$ cat config.mk
export PLATFORM = sky130hd
export DESIGN_NAME = cmos_gray_crop_pack
export DESIGN_NICKNAME = d
export VERILOG_FILES = /design/src/rtl/cmos_gray_crop_pack_pkg.sv /design/src/rtl/cmos_gray_crop_pack_sync_edge.sv /design/src/rtl/cmos_gray_crop_pack.sv
export SDC_FILE = /design/constraint.sdc
export NUM_CORES = 1
export LEC_CHECK = 0
export BUFFER_PORTS_ARGS = -buffer_cell sky130_fd_sc_hd__buf_4
export CORE_ASPECT_RATIO = 1.4
export CORE_UTILIZATION = 50
export CTS_CLUSTER_SIZE = 20
export DETAILED_ROUTE_END_ITERATION = 10
export PLACE_DENSITY = 0.77
export SLEW_MARGIN = 20
export SYNTH_ARGS = -nofsm -noshare
export SYNTH_HDL_FRONTEND = slang
export SYNTH_SLANG_ARGS = --single-unit
$ cat constraint.sdc
create_clock -name cmos_pclk -period 2.13 [get_ports cmos_pclk]
set_clock_uncertainty 0.1 [all_clocks]
set_input_delay 0.1065 -clock cmos_pclk [delete_from_list [all_inputs] [get_ports cmos_pclk]]
set_output_delay 0.1065 -clock cmos_pclk [all_outputs]
set_load 0.02 [all_outputs]
$ cat src/rtl/cmos_gray_crop_pack_pkg.sv
`default_nettype none
// =============================================================================
// cmos_gray_crop_pack_pkg: shared widths and FSM encoding for the crop/pack block. Rev 1.0
// =============================================================================
package cmos_gray_crop_pack_pkg;

  localparam int PIX_W  = 8;
  localparam int WORD_W = 16;
  localparam int CNT_W  = 12;
  localparam int WCNT_W = 24;

  typedef enum logic {
    WAIT_VS = 1'b0,
    ACTIVE  = 1'b1
  } state_e;

endpackage
`default_nettype wire

$ cat src/rtl/cmos_gray_crop_pack_sync_edge.sv
`default_nettype none
// =============================================================================
// cmos_gray_crop_pack_sync_edge: one-stage vsync/href history with edge pulses. Rev 1.0
// =============================================================================
module cmos_gray_crop_pack_sync_edge (
  input  logic clk,
  input  logic rst_n,
  input  logic vsync,
  input  logic href,
  output logic vs_rise,
  output logic vs_fall,
  output logic hs_fall
);

  logic vs_q, vs_d;
  logic hs_q, hs_d;

  always_comb begin
    vs_d = vsync;
    hs_d = href;
  end

  always_ff @(posedge clk or negedge rst_n) begin
    if (!rst_n) begin
      vs_q <= 1'b0;
      hs_q <= 1'b0;
    end else begin
      vs_q <= vs_d;
      hs_q <= hs_d;
    end
  end

  assign vs_rise = vsync & ~vs_q;
  assign vs_fall = ~vsync & vs_q;
  assign hs_fall = ~href & hs_q;

endmodule
`default_nettype wire

$ cat src/rtl/cmos_gray_crop_pack.sv
`default_nettype none
// =============================================================================
// cmos_gray_crop_pack: crops a window of the 8-bit pixel stream, packs pixel pairs. Rev 1.0
// =============================================================================
module cmos_gray_crop_pack
  import cmos_gray_crop_pack_pkg::*;
#(
  parameter logic [CNT_W-1:0] H_START  = 12'd0,
  parameter logic [CNT_W-1:0] V_START  = 12'd0,
  parameter logic [CNT_W-1:0] H_WIDTH  = 12'd640,
  parameter logic [CNT_W-1:0] V_HEIGHT = 12'd480
) (
  input  logic              cmos_pclk,
  input  logic              rst_n,
  input  logic              per_frame_vsync,
  input  logic              per_frame_href,
  input  logic              per_frame_clken,
  input  logic [PIX_W-1:0]  per_img_data,
  output logic              wr_en,
  output logic [WORD_W-1:0] wr_data,
  output logic              wr_frame_start,
  output logic              wr_frame_done,
  output logic              frame_err,
  output logic [CNT_W-1:0]  frame_width,
  output logic [CNT_W-1:0]  frame_height
);

  localparam logic [CNT_W:0]    H_END       = {1'b0, H_START} + {1'b0, H_WIDTH};
  localparam logic [CNT_W:0]    V_END       = {1'b0, V_START} + {1'b0, V_HEIGHT};
  localparam logic [WCNT_W-1:0] FRAME_WORDS = WCNT_W'((32'(H_WIDTH) * 32'(V_HEIGHT)) >> 1);
  localparam logic [CNT_W-1:0]  CNT_ONE     = CNT_W'(1);
  localparam logic [WCNT_W-1:0] WCNT_ONE    = WCNT_W'(1);

  logic vs_rise, vs_fall, hs_fall;

  cmos_gray_crop_pack_sync_edge u_sync_edge (
    .clk     (cmos_pclk),
    .rst_n   (rst_n),
    .vsync   (per_frame_vsync),
    .href    (per_frame_href),
    .vs_rise (vs_rise),
    .vs_fall (vs_fall),
    .hs_fall (hs_fall)
  );

  state_e              state_q, state_d;
  logic                armed_q, armed_d;
  logic [CNT_W-1:0]    x_cnt_q, x_cnt_d, y_cnt_q, y_cnt_d;
  logic                phase_q, phase_d;
  logic [PIX_W-1:0]    hold_q, hold_d;
  logic [WCNT_W-1:0]   word_cnt_q, word_cnt_d;
  logic                sticky_q, sticky_d;
  logic [CNT_W-1:0]    width_lat_q, width_lat_d;
  logic                done_pend_q, done_pend_d;
  logic                wr_en_q, wr_en_d;
  logic [WORD_W-1:0]   wr_data_q, wr_data_d;
  logic                start_q, start_d, done_q, done_d, err_q, err_d;
  logic [CNT_W-1:0]    fw_q, fw_d, fh_q, fh_d;

  logic in_win, pix_ok, line_end, finish, word_inc;

  always_comb begin
    state_d     = state_q;
    armed_d     = armed_q | ~per_frame_vsync;
    x_cnt_d     = x_cnt_q;
    y_cnt_d     = y_cnt_q;
    phase_d     = phase_q;
    hold_d      = hold_q;
    word_cnt_d  = word_cnt_q;
    sticky_d    = sticky_q;
    width_lat_d = width_lat_q;
    done_pend_d = 1'b0;
    wr_en_d     = 1'b0;
    wr_data_d   = wr_data_q;
    start_d     = 1'b0;
    done_d      = 1'b0;
    err_d       = err_q;
    fw_d        = fw_q;
    fh_d        = fh_q;
    finish      = 1'b0;
    word_inc    = 1'b0;

    in_win   = (x_cnt_q >= H_START) && ({1'b0, x_cnt_q} < H_END) &&
               (y_cnt_q >= V_START) && ({1'b0, y_cnt_q} < V_END);
    pix_ok   = (state_q == ACTIVE) && per_frame_vsync && per_frame_href && per_frame_clken;
    // A vsync drop with href still high closes the line just like an href fall.
    line_end = (state_q == ACTIVE) && (hs_fall || (vs_fall && per_frame_href));

    case (state_q)
      WAIT_VS: begin
        // armed_q keeps a frame already in progress at reset release from being accepted.
        if (vs_rise && armed_q) begin
          state_d    = ACTIVE;
          start_d    = 1'b1;
          x_cnt_d    = '0;
          y_cnt_d    = '0;
          phase_d    = 1'b0;
          word_cnt_d = '0;
          sticky_d   = 1'b0;
        end
      end
      ACTIVE: begin
        if (vs_fall) begin
          state_d     = WAIT_VS;
          done_pend_d = line_end;
          finish      = ~line_end;
        end
      end
    endcase

    if (pix_ok) begin
      if (x_cnt_q != '1) x_cnt_d = x_cnt_q + CNT_ONE;
      if (in_win) begin
        if (!phase_q) begin
          hold_d  = per_img_data;
          phase_d = 1'b1;
        end else begin
          wr_en_d   = 1'b1;
          wr_data_d = {hold_q, per_img_data};
          phase_d   = 1'b0;
          word_inc  = 1'b1;
        end
      end
    end

    if (line_end) begin
      x_cnt_d = '0;
      phase_d = 1'b0;
      if (y_cnt_q != '1) y_cnt_d = y_cnt_q + CNT_ONE;
      if (x_cnt_q != '0) width_lat_d = x_cnt_q;
      if (phase_q) begin
        wr_en_d   = 1'b1;
        wr_data_d = {hold_q, {PIX_W{1'b0}}};
        sticky_d  = 1'b1;
        word_inc  = 1'b1;
      end
    end

    if (word_inc && (word_cnt_q != '1)) word_cnt_d = word_cnt_q + WCNT_ONE;

    // A delayed done samples the registers after the closing line has been folded in.
    if (finish || done_pend_q) begin
      done_d = 1'b1;
      err_d  = sticky_q | (word_cnt_q != FRAME_WORDS);
      fw_d   = width_lat_q;
      fh_d   = y_cnt_q;
    end
  end

  always_ff @(posedge cmos_pclk or negedge rst_n) begin
    if (!rst_n) begin
      state_q     <= WAIT_VS;
      armed_q     <= 1'b0;
      x_cnt_q     <= '0;
      y_cnt_q     <= '0;
      phase_q     <= 1'b0;
      hold_q      <= '0;
      word_cnt_q  <= '0;
      sticky_q    <= 1'b0;
      width_lat_q <= '0;
      done_pend_q <= 1'b0;
      wr_en_q     <= 1'b0;
      wr_data_q   <= '0;
      start_q     <= 1'b0;
      done_q      <= 1'b0;
      err_q       <= 1'b0;
      fw_q        <= '0;
      fh_q        <= '0;
    end else begin
      state_q     <= state_d;
      armed_q     <= armed_d;
      x_cnt_q     <= x_cnt_d;
      y_cnt_q     <= y_cnt_d;
      phase_q     <= phase_d;
      hold_q      <= hold_d;
      word_cnt_q  <= word_cnt_d;
      sticky_q    <= sticky_d;
      width_lat_q <= width_lat_d;
      done_pend_q <= done_pend_d;
      wr_en_q     <= wr_en_d;
      wr_data_q   <= wr_data_d;
      start_q     <= start_d;
      done_q      <= done_d;
      err_q       <= err_d;
      fw_q        <= fw_d;
      fh_q        <= fh_d;
    end
  end

  assign wr_en          = wr_en_q;
  assign wr_data        = wr_data_q;
  assign wr_frame_start = start_q;
  assign wr_frame_done  = done_q;
  assign frame_err      = err_q;
  assign frame_width    = fw_q;
  assign frame_height   = fh_q;

endmodule
`default_nettype wire

Word level (Yosys, flattened, before mapping). Index checks and enable logic that the tools add are counted.

Register bits: 119. Latch bits: 0. Memory bits (writable): 0. Memory bits (read-only): 0. Bits of input ports: 13. Output and inout bits: 44. Word-level logic and storage cells: 100. Memories kept: 0.

Add/sub/neg operators: 3. Multipliers: 0. Div/mod/pow operators: 0. $lt $le $gt $ge: 4. Eq/ne operators: 5. Shifts and indexed selects: 0. Muxes and demuxes: 41. Bitwise logic cells: 11. Reductions and logical operators: 17.

Operators with widths (number): 12-bit 2-to-1 mux (9); 16-bit 2-to-1 mux (5); 24-bit 2-to-1 mux (3); 12-bit by 1-bit adder with 12-bit output, second input constant (2); 24-bit by 1-bit adder with 24-bit output, second input constant (1); 12-bit by 1-bit greater-or-equal comparator with 1-bit output, second input constant (2); 12-bit != test, second input constant (2); 24-bit by 18-bit != test with 1-bit output, second input constant (1); 24-bit != test, second input constant (1); 1-bit 2-to-1 mux (23); 12-bit by 10-bit < comparator with 1-bit output, second input constant (1); 12-bit by 9-bit < comparator with 1-bit output, second input constant (1); 12-bit nonzero test (1); 1-bit logical AND (10); 1-bit inverter (6); 2-bit AND reduction (2); 1-bit AND (3); 3-bit AND reduction (1); 1-bit logical OR (2); 2-bit by 1-bit != test with 1-bit output, second input constant (1); 1-bit bitwise OR (2); 1-bit case mux with 2 select lines (1); 2-bit nonzero test (1).

Longest topological paths before layout.
Depth in word-level cells: 11. Mapped depth: 8. Depth with buffers taken out: 6.

By module. A second synthesis with hierarchy kept.

Cell total of the unflattened synthesis: 520. Area total of the unflattened synthesis: 5526.6 µm².

By module, submodules not included: cmos_gray_crop_pack (times used 1, cells each 515, area each 5455.2 µm², sequential area each 2927.8 µm²); cmos_gray_crop_pack_sync_edge (times used 1, cells each 5, area each 71.3 µm², sequential area each 50.0 µm²).

Worst setup path before layout. No wires, ideal clock.

Path type: reg-to-reg. Start: reg word_cnt_q[0]. End: reg word_cnt_q[19]. Library setup time: 0.079 ns. Arrival: 1.722 ns. Data required time: 1.951 ns. Setup slack: 0.228 ns. Stages on the path, launching flop included: 9. Buffers on the path: 2. Clock period less this slack: 1.902 ns. Path through: dfrtp_1 ha_1 nand2_1 nor2_1 and3_1 buf_2 buf_4 nor4_1 mux2i_1.

Word-level cells in the longest chain between the ends: 4. Elaborated cells on any way between the ends: 7. Classes of those cells: 1 x add/sub; 2 x eq/ne; 1 x mux; 3 x reduce/logical.

Ends and longest elaborated chain: from (decl) (line cmos_gray_crop_pack.sv:51) `logic [WCNT_W-1:0] word_cnt_q, word_cnt_d;`; from (signal assigned) (line cmos_gray_crop_pack.sv:176) `word_cnt_q <= word_cnt_d;`; branches (longest 4 deep; another with 24-bit by 1-bit adder with 24-bit output).

Several ways; the timed one is not identified. A chain may end at the register's enable or synchronous reset.

Worst setup path after layout.
Start: reg state_q. End: reg word_cnt_q[7].

Word-level cells in the longest chain between the ends: 9. Elaborated cells on any way between the ends: 12. Classes of those cells: 1 x eq/ne; 4 x mux; 7 x reduce/logical.

Ends and longest elaborated chain: from (decl) (line cmos_gray_crop_pack.sv:46) `state_e state_q, state_d;`; from (signal assigned) (line cmos_gray_crop_pack.sv:170) `state_q <= state_d;`; 1-bit logical AND (3 in series) (line cmos_gray_crop_pack.sv:85) `pix_ok = (state_q == ACTIVE) && per_frame_vsync && per_frame_href && per_frame_clken;`; 1-bit 2-to-1 mux (line cmos_gray_crop_pack.sv:111) `if (pix_ok) begin`; 1-bit 2-to-1 mux (line cmos_gray_crop_pack.sv:131) `if (phase_q) begin`; 1-bit 2-to-1 mux (line cmos_gray_crop_pack.sv:126) `if (line_end) begin`; 1-bit logical AND (line cmos_gray_crop_pack.sv:139) `if (word_inc && (word_cnt_q != '1)) word_cnt_d = word_cnt_q + WCNT_ONE;`; 2-bit by 1-bit != test with 1-bit output (no source line) / 2-bit nonzero test (equally long branches); 2-bit AND reduction (no source line).

Parallel ways exist; a longest one is shown, timed or not.

==> flow_summary_export.csv <==
group,metric,value,unit
outcome,status,"finished clean",
cts,cts_buffers,17,
global_routing,grtUsageTotal,0.2390,
drt,drt_iter0_drc,257,
sta,slew_viol_final,0,
drt,wire_per_inst,16.61,um
logic_synthesis,avgSynthCellArea,10.94,um^2
drt,drc_errors,0,
logic_synthesis,syn_area,5425,um^2
worst_setup_path,cp-start-kind,"register",
die,io_pins,57,
cts,clkSlewWorstSetupHoldPaths,60,ps
logic_synthesis,yosysSeqAreaShare,0.5489,
cts,worstSkewPairLatency,410,ps
global_routing,grt_pass1_vias,4493,
worst_setup_path,cp_max_fo,12,
drt,drt_wl_total,12460,um
die,design.die.area,11280,um^2
cts,clock_path_buffers,2,
global_routing,grt_max_degree,54,
drt,antenna_left,0,
place,place_area,6190,um^2
sta,final-setup-viol-count,0,
worst_setup_path,critPathRequiredTime,2370,ps
global_routing,grt_overflow,0,
die,initial_core_util,0.5187,
logic_synthesis,ys_ff_latch,119,
logic_synthesis,synth.distinct_cells,58,
sta,max_freq,503.5,MHz
cells_and_area,final_layout_size_suffix_gt1_frac,0.2908,
pwr,ir_worst_vdd,0.6216,mV
logic_synthesis,yosysWarnings,0,
drt,viasPerCell,5.703,
die,core_area,10460,um^2
cells_and_area,fin_util,0.6658,
global_routing,antenna_found_initial,0,
min_path,hold_class,"in2async",
cts,htreeDepth,4,
drt,vias,4277,
cells_and_area,diodes,0,
cells_and_area,finalInstanceArea,6964,um^2
die,die_w,90.04,um
logic_synthesis,synth-edff-count,0,
sta,fin_crit_sh,0.9325,
logic_synthesis,synth_fp_nets,514,
logic_synthesis,synth_ff_type,"dfrtp_1",
sta,period_minus_slack,1986,ps
cells_and_area,syn_to_final_growth,28.37,%
global_routing,grt_pass1_wl,21110,um
place,post-dp-hpwl,8598,um
worst_setup_path,crit_type,"reg2reg",
die,die_h,125.3,um
drt,drt_first_pass_iters,4,
pwr,power_density,973.6,nW/um^2
cts,cts_tree,"built",
cells_and_area,nets,617,
flow_run,cap_violations,0,
place,place.gp.congestion,0.9207,
place,io_buffers,56,
logic_synthesis,synthCells,496,
pwr,p_leak,3.346,nW
cts,cts.sinks,119,
logic_synthesis,synth-async-reset-ratio,1.000,
sta,timing.slew.headroom,0.6147,
pwr,power,6.780,mW
cts,cts_root_buffer,"clkbuf_16",
sta,hold_viol,0,
worst_setup_path,end_kind,"register",
sta,worst_pin_slew,572.6,ps
die,rows,44,
worst_setup_path,cp.arrival,2230,ps
-- power breakdown --
part           internal, mW  switching [mW]  total (mW)
logic                 0.470           0.550        1.02
registers              2.53           0.182        2.71
clock network          2.00            1.05        3.05
-- through the flow --
stage | TNS, ps | hold WS (ps) | worst slack (ps) | cells
global route | -6.194 | 149.5 | -3.645 | 750
finish | 0 | 100.5 | 143.8 | 750
CTS | 0 | 113.5 | 20.17 | 747
global placement | 0 | 6.858 | 148.2 | 704
floorplan | 0 | -289.1 | 228.5 | 496
detailed placement | 0 | 9.537 | 72.75 | 704
-- layout make-up --
| class | count | area [um^2] |
|---|---|---|
| clock buffers | 18 | 439.2 |
| clock inverters | 14 | 196.4 |
| multi-input cells | 345 | 2297 |
| inverters | 12 | 47.55 |
| repair buffers | 104 | 833.3 |
| flip-flops and latches | 119 | 2978 |
| fillers | 823 | 3496 |
| well taps | 138 | 172.7 |
-- critical path, stage by stage, from the launching register on --
cell	delay (ps)
dfrtp_1	420
and4_2	280
and3_4	210
a22oi_4	70
buf_4	190
or4_1	500
a21oi_1	150
-- worst paths after layout --
kind	start	end	slack (ps)	cells after the start
max	state_q	word_cnt_q[7]	140	6
min	rst_n	frame_height[2]	100	2
max reg2reg	state_q	word_cnt_q[7]	140	6
min reg2reg	hold_q[2]	register	370	2
max in group asynchronous	rst_n	word_cnt_q[10]	1090	3
min in group cmos_pclk	per_frame_clken	x_cnt_q[6]	130	3
-- metal layers --
metal,up-vias,global-route usage,part of all wire
met5,-,0,0
met4,0,0.1290,0.030
met2,135,0.4158,0.53
li1,2018,-,-
met1,2085,0.2702,0.40
met3,39,0.05657,0.038
-- cells by family after synthesis --
logic type | Yosys count | synth area share
DFF | 119 | 0.5489
and+or+nand+nor | 210 | 0.1958
adders and majority gates | 5 | 0.01153
buffers and inverters | 32 | 0.02883
AOI/OAI and AO/OA | 68 | 0.09318
muxes | 57 | 0.1137
xor gates and xnor gates | 5 | 0.008072
-- cells in the mapped netlist (all sizes together) (3+ instances only) --
| cell type | number | area share |
|---|---|---|
| a211o | 3 | 0.0048 |
| a21oi | 13 | 0.015 |
| a22o | 11 | 0.018 |
| and2 | 3 | 0.0035 |
| and3 | 14 | 0.017 |
| buf | 12 | 0.014 |
| clkbuf | 8 | 0.0060 |
| dfrtp | 119 | 0.55 |
| ha | 5 | 0.012 |
| inv | 11 | 0.0081 |
| mux2 | 37 | 0.077 |
| mux2i | 20 | 0.037 |
| nand2 | 80 | 0.056 |
| nand3 | 20 | 0.018 |
| nand4 | 19 | 0.022 |
| nor2 | 18 | 0.013 |
| nor2b | 5 | 0.0058 |
| nor3 | 17 | 0.016 |
| nor3b | 7 | 0.0097 |
| nor4 | 12 | 0.014 |
| o21ai | 15 | 0.014 |
| o22ai | 3 | 0.0035 |
| o311ai | 5 | 0.0081 |
| o31ai | 6 | 0.0083 |
| or2 | 3 | 0.0035 |
| xnor2 | 4 | 0.0065 |
-- cell usage in the layout (no fill, tap or decap), types with 12 or more instances in the layout --
cell / instances
dfrtp_1: 119
buf_4: 91
nand2_1: 79
mux2_2: 37
nand3_1: 20
mux2i_1: 20
nand4_1: 19
nor3_1: 17
clkbuf_16: 17
nor2_1: 15
o21ai_0: 15
nor4_1: 12
and3_1: 12
-- repair_timing --
item	4_1_cts	5_1_grt
buffers inserted	0	3
hold buffers	11	0
endpoints found under the hold margin	59	0
resized for setup	0	3
setup endpoints to repair	0	12
No activity file was read; power rests on OpenSTA's default activity.
